[config.mk]
export PLATFORM = sky130hd
export DESIGN_NAME = control_fsm
export DESIGN_NICKNAME = d
export VERILOG_FILES = /design/src/rtl/control_fsm.sv
export SDC_FILE = /design/constraint.sdc
export NUM_CORES = 1
export LEC_CHECK = 0
export ABC_AREA = 1
export CAP_MARGIN = 20
export CELL_PAD_IN_SITES_DETAIL_PLACEMENT = 2
export CELL_PAD_IN_SITES_GLOBAL_PLACEMENT = 2
export CORE_MARGIN = 2
export CORE_UTILIZATION = 10
export DETAILED_ROUTE_END_ITERATION = 8
export GPL_TIMING_DRIVEN = 0
export PLACE_DENSITY = 0.85
export SLEW_MARGIN = 20
export SYNTH_ARGS = -nofsm -noshare
export SYNTH_HDL_FRONTEND = slang
export SYNTH_SLANG_ARGS = --single-unit
[constraint.sdc]
create_clock -name clk -period 1.1 [get_ports clk]
set_input_delay 0.11 -clock clk [delete_from_list [all_inputs] [get_ports clk]]
set_output_delay 0.11 -clock clk [all_outputs]
set_load 0.005 [all_outputs]
[src/rtl/control_fsm.sv]
// Multi-cycle RV32I control unit: sequences FETCH/DECODE/EXECUTE/MEMORY/BRANCH/WRITEBACK
// and drives every data_path control input from the current state and latched instruction.
module control_fsm (
    input  logic        clk,
    input  logic        reset,
    input  logic [31:0] instruction,
    output logic        execute_result_write_enable,
    output logic        load_memory_data_write_enable,
    output logic        pc_write_enable,
    output logic        instruction_write_enable,
    output logic        register_file_write_enable,
    output logic        source_write_enable,
    output logic        write_immediate_to_register_file,
    output logic        write_load_memory_to_register_file,
    output logic        write_pc_inc_to_register_file,
    output logic        write_execute_result_to_pc,
    output logic        write_execute_result_to_pc_if_compare_met,
    output logic        use_execute_result_for_read_memory,
    output logic        use_immediate,
    output logic        use_pc_for_alu,
    output logic        execute_alu,
    output logic        execute_compare,
    output logic        execute_shift,
    output logic [2:0]  immediate_type,
    output logic [2:0]  alu_type,
    output logic [2:0]  compare_type,
    output logic [1:0]  shift_type,
    output logic [2:0]  load_memory_decoder_type,
    output logic [1:0]  store_memory_encoder_type,
    output logic        write_memory_enable,
    output logic        halted,
    output logic [2:0]  debug_state
);

    typedef enum logic [2:0] {
        FETCH        = 3'd0,
        DECODE       = 3'd1,
        EXECUTE      = 3'd2,
        MEMORY_READ  = 3'd3,
        MEMORY_WRITE = 3'd4,
        BRANCH       = 3'd5,
        WRITEBACK    = 3'd6,
        HALT         = 3'd7
    } state_t;

    localparam logic [6:0] OPC_LUI    = 7'b0110111;
    localparam logic [6:0] OPC_AUIPC  = 7'b0010111;
    localparam logic [6:0] OPC_JAL    = 7'b1101111;
    localparam logic [6:0] OPC_JALR   = 7'b1100111;
    localparam logic [6:0] OPC_BRANCH = 7'b1100011;
    localparam logic [6:0] OPC_LOAD   = 7'b0000011;
    localparam logic [6:0] OPC_STORE  = 7'b0100011;
    localparam logic [6:0] OPC_OP_IMM = 7'b0010011;
    localparam logic [6:0] OPC_OP     = 7'b0110011;
    localparam logic [6:0] OPC_FENCE  = 7'b0001111;

    localparam logic [2:0] IMM_I = 3'd0;
    localparam logic [2:0] IMM_S = 3'd1;
    localparam logic [2:0] IMM_B = 3'd2;
    localparam logic [2:0] IMM_U = 3'd3;
    localparam logic [2:0] IMM_J = 3'd4;

    localparam logic [2:0] ALU_ADD = 3'd0;
    localparam logic [2:0] ALU_SUB = 3'd1;
    localparam logic [2:0] ALU_AND = 3'd2;
    localparam logic [2:0] ALU_OR  = 3'd3;
    localparam logic [2:0] ALU_XOR = 3'd4;

    localparam logic [2:0] CMP_LT  = 3'd4;
    localparam logic [2:0] CMP_LTU = 3'd6;

    localparam logic [1:0] SH_SLL = 2'd0;
    localparam logic [1:0] SH_SRL = 2'd1;
    localparam logic [1:0] SH_SRA = 2'd2;

    state_t state;
    state_t next_state;

    logic [6:0] opcode;
    logic [2:0] funct3;
    logic       funct7_b5;
    logic       rd_nonzero;
    logic       unused_instruction_bits;

    assign opcode     = instruction[6:0];
    assign funct3     = instruction[14:12];
    assign funct7_b5  = instruction[30];
    assign rd_nonzero = (instruction[11:7] != 5'd0);
    assign unused_instruction_bits = ^{instruction[31], instruction[29:15]};

    always_comb begin
        next_state = state;
        case (state)
            FETCH:  next_state = DECODE;
            DECODE: begin
                case (opcode)
                    OPC_LUI, OPC_FENCE:                        next_state = WRITEBACK;
                    OPC_OP_IMM, OPC_OP, OPC_AUIPC, OPC_JAL,
                    OPC_JALR, OPC_LOAD, OPC_STORE, OPC_BRANCH: next_state = EXECUTE;
                    default:                                   next_state = HALT;
                endcase
            end
            EXECUTE: begin
                case (opcode)
                    OPC_LOAD:   next_state = MEMORY_READ;
                    OPC_STORE:  next_state = MEMORY_WRITE;
                    OPC_BRANCH: next_state = BRANCH;
                    default:    next_state = WRITEBACK;
                endcase
            end
            MEMORY_READ:  next_state = WRITEBACK;
            MEMORY_WRITE: next_state = FETCH;
            BRANCH:       next_state = FETCH;
            WRITEBACK:    next_state = FETCH;
            HALT:         next_state = HALT;
            default:      next_state = FETCH;
        endcase
    end

    always_ff @(posedge clk or posedge reset) begin
        if (reset)
            state <= FETCH;
        else
            state <= next_state;
    end

    // Outputs are purely combinational; reset masks everything so an abandoned
    // instruction cannot leak a register, PC or memory write.
    always_comb begin
        execute_result_write_enable               = 1'b0;
        load_memory_data_write_enable             = 1'b0;
        pc_write_enable                           = 1'b0;
        instruction_write_enable                  = 1'b0;
        register_file_write_enable                = 1'b0;
        source_write_enable                       = 1'b0;
        write_immediate_to_register_file          = 1'b0;
        write_load_memory_to_register_file        = 1'b0;
        write_pc_inc_to_register_file             = 1'b0;
        write_execute_result_to_pc                = 1'b0;
        write_execute_result_to_pc_if_compare_met = 1'b0;
        use_execute_result_for_read_memory        = 1'b0;
        use_immediate                             = 1'b0;
        use_pc_for_alu                            = 1'b0;
        execute_alu                               = 1'b0;
        execute_compare                           = 1'b0;
        execute_shift                             = 1'b0;
        immediate_type                            = IMM_I;
        alu_type                                  = ALU_ADD;
        compare_type                              = 3'd0;
        shift_type                                = SH_SLL;
        load_memory_decoder_type                  = 3'd0;
        store_memory_encoder_type                 = 2'd0;
        write_memory_enable                       = 1'b0;
        halted                                    = 1'b0;
        debug_state                               = state;

        if (!reset) begin
            case (state)
                FETCH:  instruction_write_enable = 1'b1;
                DECODE: source_write_enable = 1'b1;
                EXECUTE: begin
                    execute_result_write_enable = 1'b1;
                    case (opcode)
                        OPC_OP_IMM, OPC_OP: begin
                            use_immediate = (opcode == OPC_OP_IMM);
                            case (funct3)
                                3'd0: begin
                                    execute_alu = 1'b1;
                                    alu_type = (opcode == OPC_OP && funct7_b5) ? ALU_SUB : ALU_ADD;
                                end
                                3'd4: begin execute_alu = 1'b1; alu_type = ALU_XOR; end
                                3'd6: begin execute_alu = 1'b1; alu_type = ALU_OR;  end
                                3'd7: begin execute_alu = 1'b1; alu_type = ALU_AND; end
                                3'd2: begin execute_compare = 1'b1; compare_type = CMP_LT;  end
                                3'd3: begin execute_compare = 1'b1; compare_type = CMP_LTU; end
                                3'd1: begin execute_shift = 1'b1; shift_type = SH_SLL; end
                                default: begin
                                    execute_shift = 1'b1;
                                    shift_type = funct7_b5 ? SH_SRA : SH_SRL;
                                end
                            endcase
                        end
                        OPC_AUIPC, OPC_JAL, OPC_BRANCH: begin
                            execute_alu    = 1'b1;
                            use_pc_for_alu = 1'b1;
                            use_immediate  = 1'b1;
                            immediate_type = (opcode == OPC_AUIPC) ? IMM_U :
                                             (opcode == OPC_JAL)   ? IMM_J : IMM_B;
                        end
                        OPC_JALR, OPC_LOAD, OPC_STORE: begin
                            execute_alu    = 1'b1;
                            use_immediate  = 1'b1;
                            immediate_type = (opcode == OPC_STORE) ? IMM_S : IMM_I;
                        end
                        default: ;
                    endcase
                end
                MEMORY_READ: begin
                    use_execute_result_for_read_memory = 1'b1;
                    load_memory_data_write_enable      = 1'b1;
                    load_memory_decoder_type           = funct3;
                end
                MEMORY_WRITE: begin
                    write_memory_enable       = 1'b1;
                    store_memory_encoder_type = funct3[1:0];
                    pc_write_enable           = 1'b1;
                end
                BRANCH: begin
                    compare_type                              = funct3;
                    write_execute_result_to_pc_if_compare_met = 1'b1;
                    pc_write_enable                           = 1'b1;
                end
                WRITEBACK: begin
                    pc_write_enable            = 1'b1;
                    register_file_write_enable = rd_nonzero && (opcode != OPC_FENCE);
                    case (opcode)
                        OPC_LUI: begin
                            immediate_type                   = IMM_U;
                            write_immediate_to_register_file = 1'b1;
                        end
                        OPC_LOAD: write_load_memory_to_register_file = 1'b1;
                        OPC_JAL, OPC_JALR: begin
                            write_pc_inc_to_register_file = 1'b1;
                            write_execute_result_to_pc    = 1'b1;
                        end
                        default: ;
                    endcase
                end
                HALT:    halted = 1'b1;
                default: ;
            endcase
        end
    end

endmodule

== Word-level counts from Yosys, hierarchy flattened ==
Index checks and enable logic that the tools add are counted.
Word-level totals
  register bits: 3
  output and inout bits: 38
  logic and storage cells: 115
Cells by class
  multiplexer cells: 73
  reduce and logical (&&, ||, !) cells: 17
  equal/unequal tests: 24
Operator list (number)
  $mux 1: 45
  $mux 3: 10
  $pmux 3 s2: 5
  $eq 3x3->1 const B: 7
  $eq 7x6->1 const B: 3
  $eq 7x7->1 const B: 3
  $pmux 3 s6: 1
  $mux 2: 8
  $eq 7x5->1 const B: 2
  $eq 3x2->1 const B: 4
  $pmux 3 s4: 1
  $reduce_or 6->1: 2
  $pmux 3 s3: 1
  $reduce_or 3->1: 3
  $reduce_or 2->1: 4
  $reduce_or 8->1: 1
  $eq 7x2->1 const B: 1
  $eq 7x4->1 const B: 1
  $ne 7x4->1 const B: 1
  $reduce_or 7->1: 1
  $eq 3x1->1 const B: 2
  $logic_not 3->1: 2
  $reduce_bool 5->1: 1
  $pmux 1 s2: 2
  other kinds (2): 3

== Logic depth before layout (Yosys ltp) ==
  word-level depth: 7
  depth in mapped cells: 8
  gate-level depth less buffers: 8

== Least setup slack after synthesis ==
OpenSTA, ideal clock, no wires.
  path kind: flip-flop to output port
  from: register state[0] (netlist: debug_state[0])
  to: output port shift_type[0]
  required time: 0.990 ns
  cell stages (with the launch flop): 6
  data arrival time: 1.152 ns
  setup slack: -0.162 ns
  path buffers: 0
  cell sequence: dfrtp_1 > inv_1 > nand2_2 > nor3_4 > nand2_4 > nor4_1
Between the ends
  longest elaborated chain between the ends: 3
RTL lines
  start: declaration: RTL line 76  | state_t state;
  start signal: assignment: RTL line 124  | state <= next_state;
  $eq 3x2->1: RTL line 158  | case (state)
  $mux 2: RTL line 158
  $mux 2: RTL line 157  | if (!reset) begin
  end: declaration: RTL line 27  | output logic [1:0] shift_type,
Every way passes these cells.

== Final worst setup path ==
  from: register state[2] (netlist: debug_state[2])
  to: output port compare_type[1]
Between the ends
  longest elaborated chain between the ends: 3
RTL lines
  $eq 3x3->1 or $eq 3x2->1 (tied branches): RTL line 158
  $pmux 3 s2 *: RTL line 158
  $mux 3 *: RTL line 157
  end: declaration: RTL line 26  | output logic [2:0] compare_type,
Mark *: on every way between the ends. The rest lies on a longest branch, timed or not.

==> metrics.md <==
| Metric | Value |
|---|---|
| Top cell type's share of synthesized area | `0.2582` |
| Fmax | `0.5807 GHz` |
| Global Route Usage Sum | `0.1085` |
| Sw frac | `0.4370` |
| Clk buf depth | `2` |
| Estimated wirelength of the detail-placed design | `2.870 mm` |
| Post-Route WL | `4.515 mm` |
| Most instantiated cells after synthesis | `nand2_1 (47), nor2_1 (33), inv_1 (24)` |
| CP arrival | `1610 ps` |
| Max_cap viols | `0` |
| Type of origin of the critical path | `flop` |
| Max FO, Critical Path | `6` |
| Max FFs per register | `3` |
| Die H | `86.66 um` |
| Clk root buf | `clkbuf_8` |
| Tightest Hold Check Type | `primary input to asynchronous set/reset pin` |
| Ports | `72` |
| Clock transition at path regs | `30 ps` |
| Yosys Warn Count | `0` |
| Final Wtd Congestion | `0.7654` |
| Area leader, netlist | `nand2_1` |
| Slew Limit Fails | `0` |
| Fill count | `796` |
| Final setup vio count | `38` |
| H-tree levels | `1` |
| Vias/cell | `4.019` |
| Final hold slack | `87.00 ps` |
| Initial antenna violation count | `0` |
| Worst Skew | `2.715 ps` |
| EDFF count, synth | `0` |
| Crit path kind | `flop to primary output` |
| Die ar. | `7509 um^2` |
| Period utilisation layout | `1.566` |
| Fin. Hold Viols | `0` |
| Critical Path RT | `990 ps` |
| Violated checks | `setup timing` |
| Switch Pwr | `1.197 mW` |
| CTS tree | `yes` |
| Crit end category | `primary output` |
| Dpl cells | `276` |
| First-pass iteration count of the detailed router | `3` |
| Total gr overflow | `0` |
| Max rail drop VDD | `0.0004586 V` |
| Tmin final | `1722 ps` |
| DRT antenna net count | `0` |
| Async set-or-reset flop fraction in the synthesized netlist | `1.000` |
| LEAKAGE | `1.120 nW` |
| Slew HR | `0.7501` |
| Clock Sinks | `3` |
| Post-Syn Area | `683.2 um^2` |
| Layout Nets | `279` |
| Combinational share of power | `0.793` |
| Most common cell in the netlist | `nand2_1` |
| Post-synth cell types | `19` |
| Number of global-route vias before repair | `1396` |
| Via Count | `1302` |
| Status | `complete, but fails checks` |
| Reg power frac | `0.087` |
| DRC viols | `0` |
| Multi-input combinational cell area | `773.2 um^2` |
| Num CTS Buffers | `3` |
| Post-synthesis sequential area ratio | `0.1099` |
| 1st-iter DRT viols | `16` |
| Global-route wire length before repair | `6.520 mm` |
| Core area | `6719 um^2` |
| Routed len/inst | `13.94 um` |
| Worst Setup Slack, final | `-622.2 ps` |
| Synthesized instance count | `141` |
| Layout area overhead | `186.6%` |
| PD cells | `1399 nW/um^2` |
| # hold bufs at CTS | `0` |
| Top FF cell, synth | `dfrtp_1` |
| R2R depth | `9` |
| Synth area leaders | `nand2_1 (26%), nor2_1 (18%), inv_1 (13%)` |
| Ant diodes | `0` |
| Slew @ Worst Pin | `374.5 ps` |
| Buffers on Ports | `55` |
| Yosys reg bits | `3` |
| Register area | `77.57 um^2` |
| Internal Dissipation | `1.543 mW` |
| Final Instance Count excl. Fillers | `324` |
| Skew-Pair Late Insertion Delay | `220 ps` |
| Post-Syn Area per Cell | `4.845 um^2` |
| Die Width | `86.66 um` |
| Starting density of the core | `0.1017` |
| Syn_nets | `175` |
| RSZ-0062 raised after global routing | `true` |
| Largest net degree at the start of global routing | `8` |
| Clock power frac | `0.119` |
| Layout cell share with drive strength beyond 1 | `0.6230` |
| Site row count | `30` |
==> final cells by class <==
class	instances	area share
inverters	25	0.04920
repair buffers	99	0.4307
multi-input cells	111	0.3949
clock buffers	4	0.02300
plain buffers	2	0.01150
flip-flops and latches	3	0.03962
well taps	80	0.05112
==> power groups by stage <==
stage	Combinational, mW	Sequential [mW]	Clock [mW]
after CTS	1.49	0.249	0.331
after global routing	2.35	0.250	0.338
after floorplan	0.456	0.251	0
after global placement	0.949	0.254	0
after detailed placement	0.975	0.259	0
final	2.17	0.239	0.327
==> through the flow <==
step	setup TNS [ps]	setup slack [ps]	util	total power, mW	cell area (um^2)
after global routing	-19990	-700.5	0.2914	2.935	1958
after CTS	-15340	-642.0	0.2570	2.074	1727
final	-17120	-622.2	0.2914	2.740	1958
after detailed placement	-28480	-1016	0.1991	1.235	1338
after global placement	-27390	-975.8	0.1991	1.203	1338
after floorplan	-1008	-147.0	-	0.7069	686.9
==> cell usage in the layout (no fill, tap or decap), types with 9 or more instances in the layout <==
cell             Yosys  routed
nand2_1             47      29
buf_6                0      29
buf_2                0      23
buf_4                2      22
nor2_1              33      15
nor2_4               2      15
inv_1               24      13
nand2_2              1      11
inv_2                1      11
dlygate4sd2_1        0      10
nand2_4              1       9
clkdlybuf4s50_1      0       9
==> logic make-up (layout without fill, tap and decap cells) <==
| family | Yosys count | in the layout | share of synthesized area |
|---|---|---|---|
| buf+inv | 27 | 130 | 0.1593 |
| simple gates | 103 | 103 | 0.6612 |
| flops | 3 | 3 | 0.1099 |
| compound gates | 8 | 8 | 0.06960 |
==> repair_timing <==
item / 4_1_cts / 5_1_grt
buffers inserted: 27 / 17
resized for setup: 195 / 52
pin swaps: 21 / 10
gates cloned: 0 / 0
endpoints found under the setup margin: 41 / 39
==> per-layer routing <==
layer  GRT usage  vias up  part of all wire
met2      0.2238       44              0.57
li1            -      634                 -
met5           0        -                 0
met1      0.1171      622              0.38
met3     0.01048        2             0.046
met4     0.02131        0            0.0038
==> worst max-delay path, cell delays in order, from the launching register on <==
cell and delay [ps]:
dfrtp_2 420, buf_6 130, nor3_4 250, nand2_4 120, buf_12 140, nor2_4 100
nand2_2 50, o21ai_2 50, buf_2 120
==> final timing paths <==
kind / from / to / slack, ps
setup / recovery: debug_state[2] / compare_type[1] / -620
hold / removal: reset / debug_state[2] / 90
setup reg to reg: debug_state[1] / debug_state[0] / -320
hold reg to reg: debug_state[1] / debug_state[0] / 820
max in group asynchronous: reset / debug_state[1] / 790
min in group clk: instruction[6] / debug_state[2] / 550
Note: power is estimated with default switching activity, not from simulation.
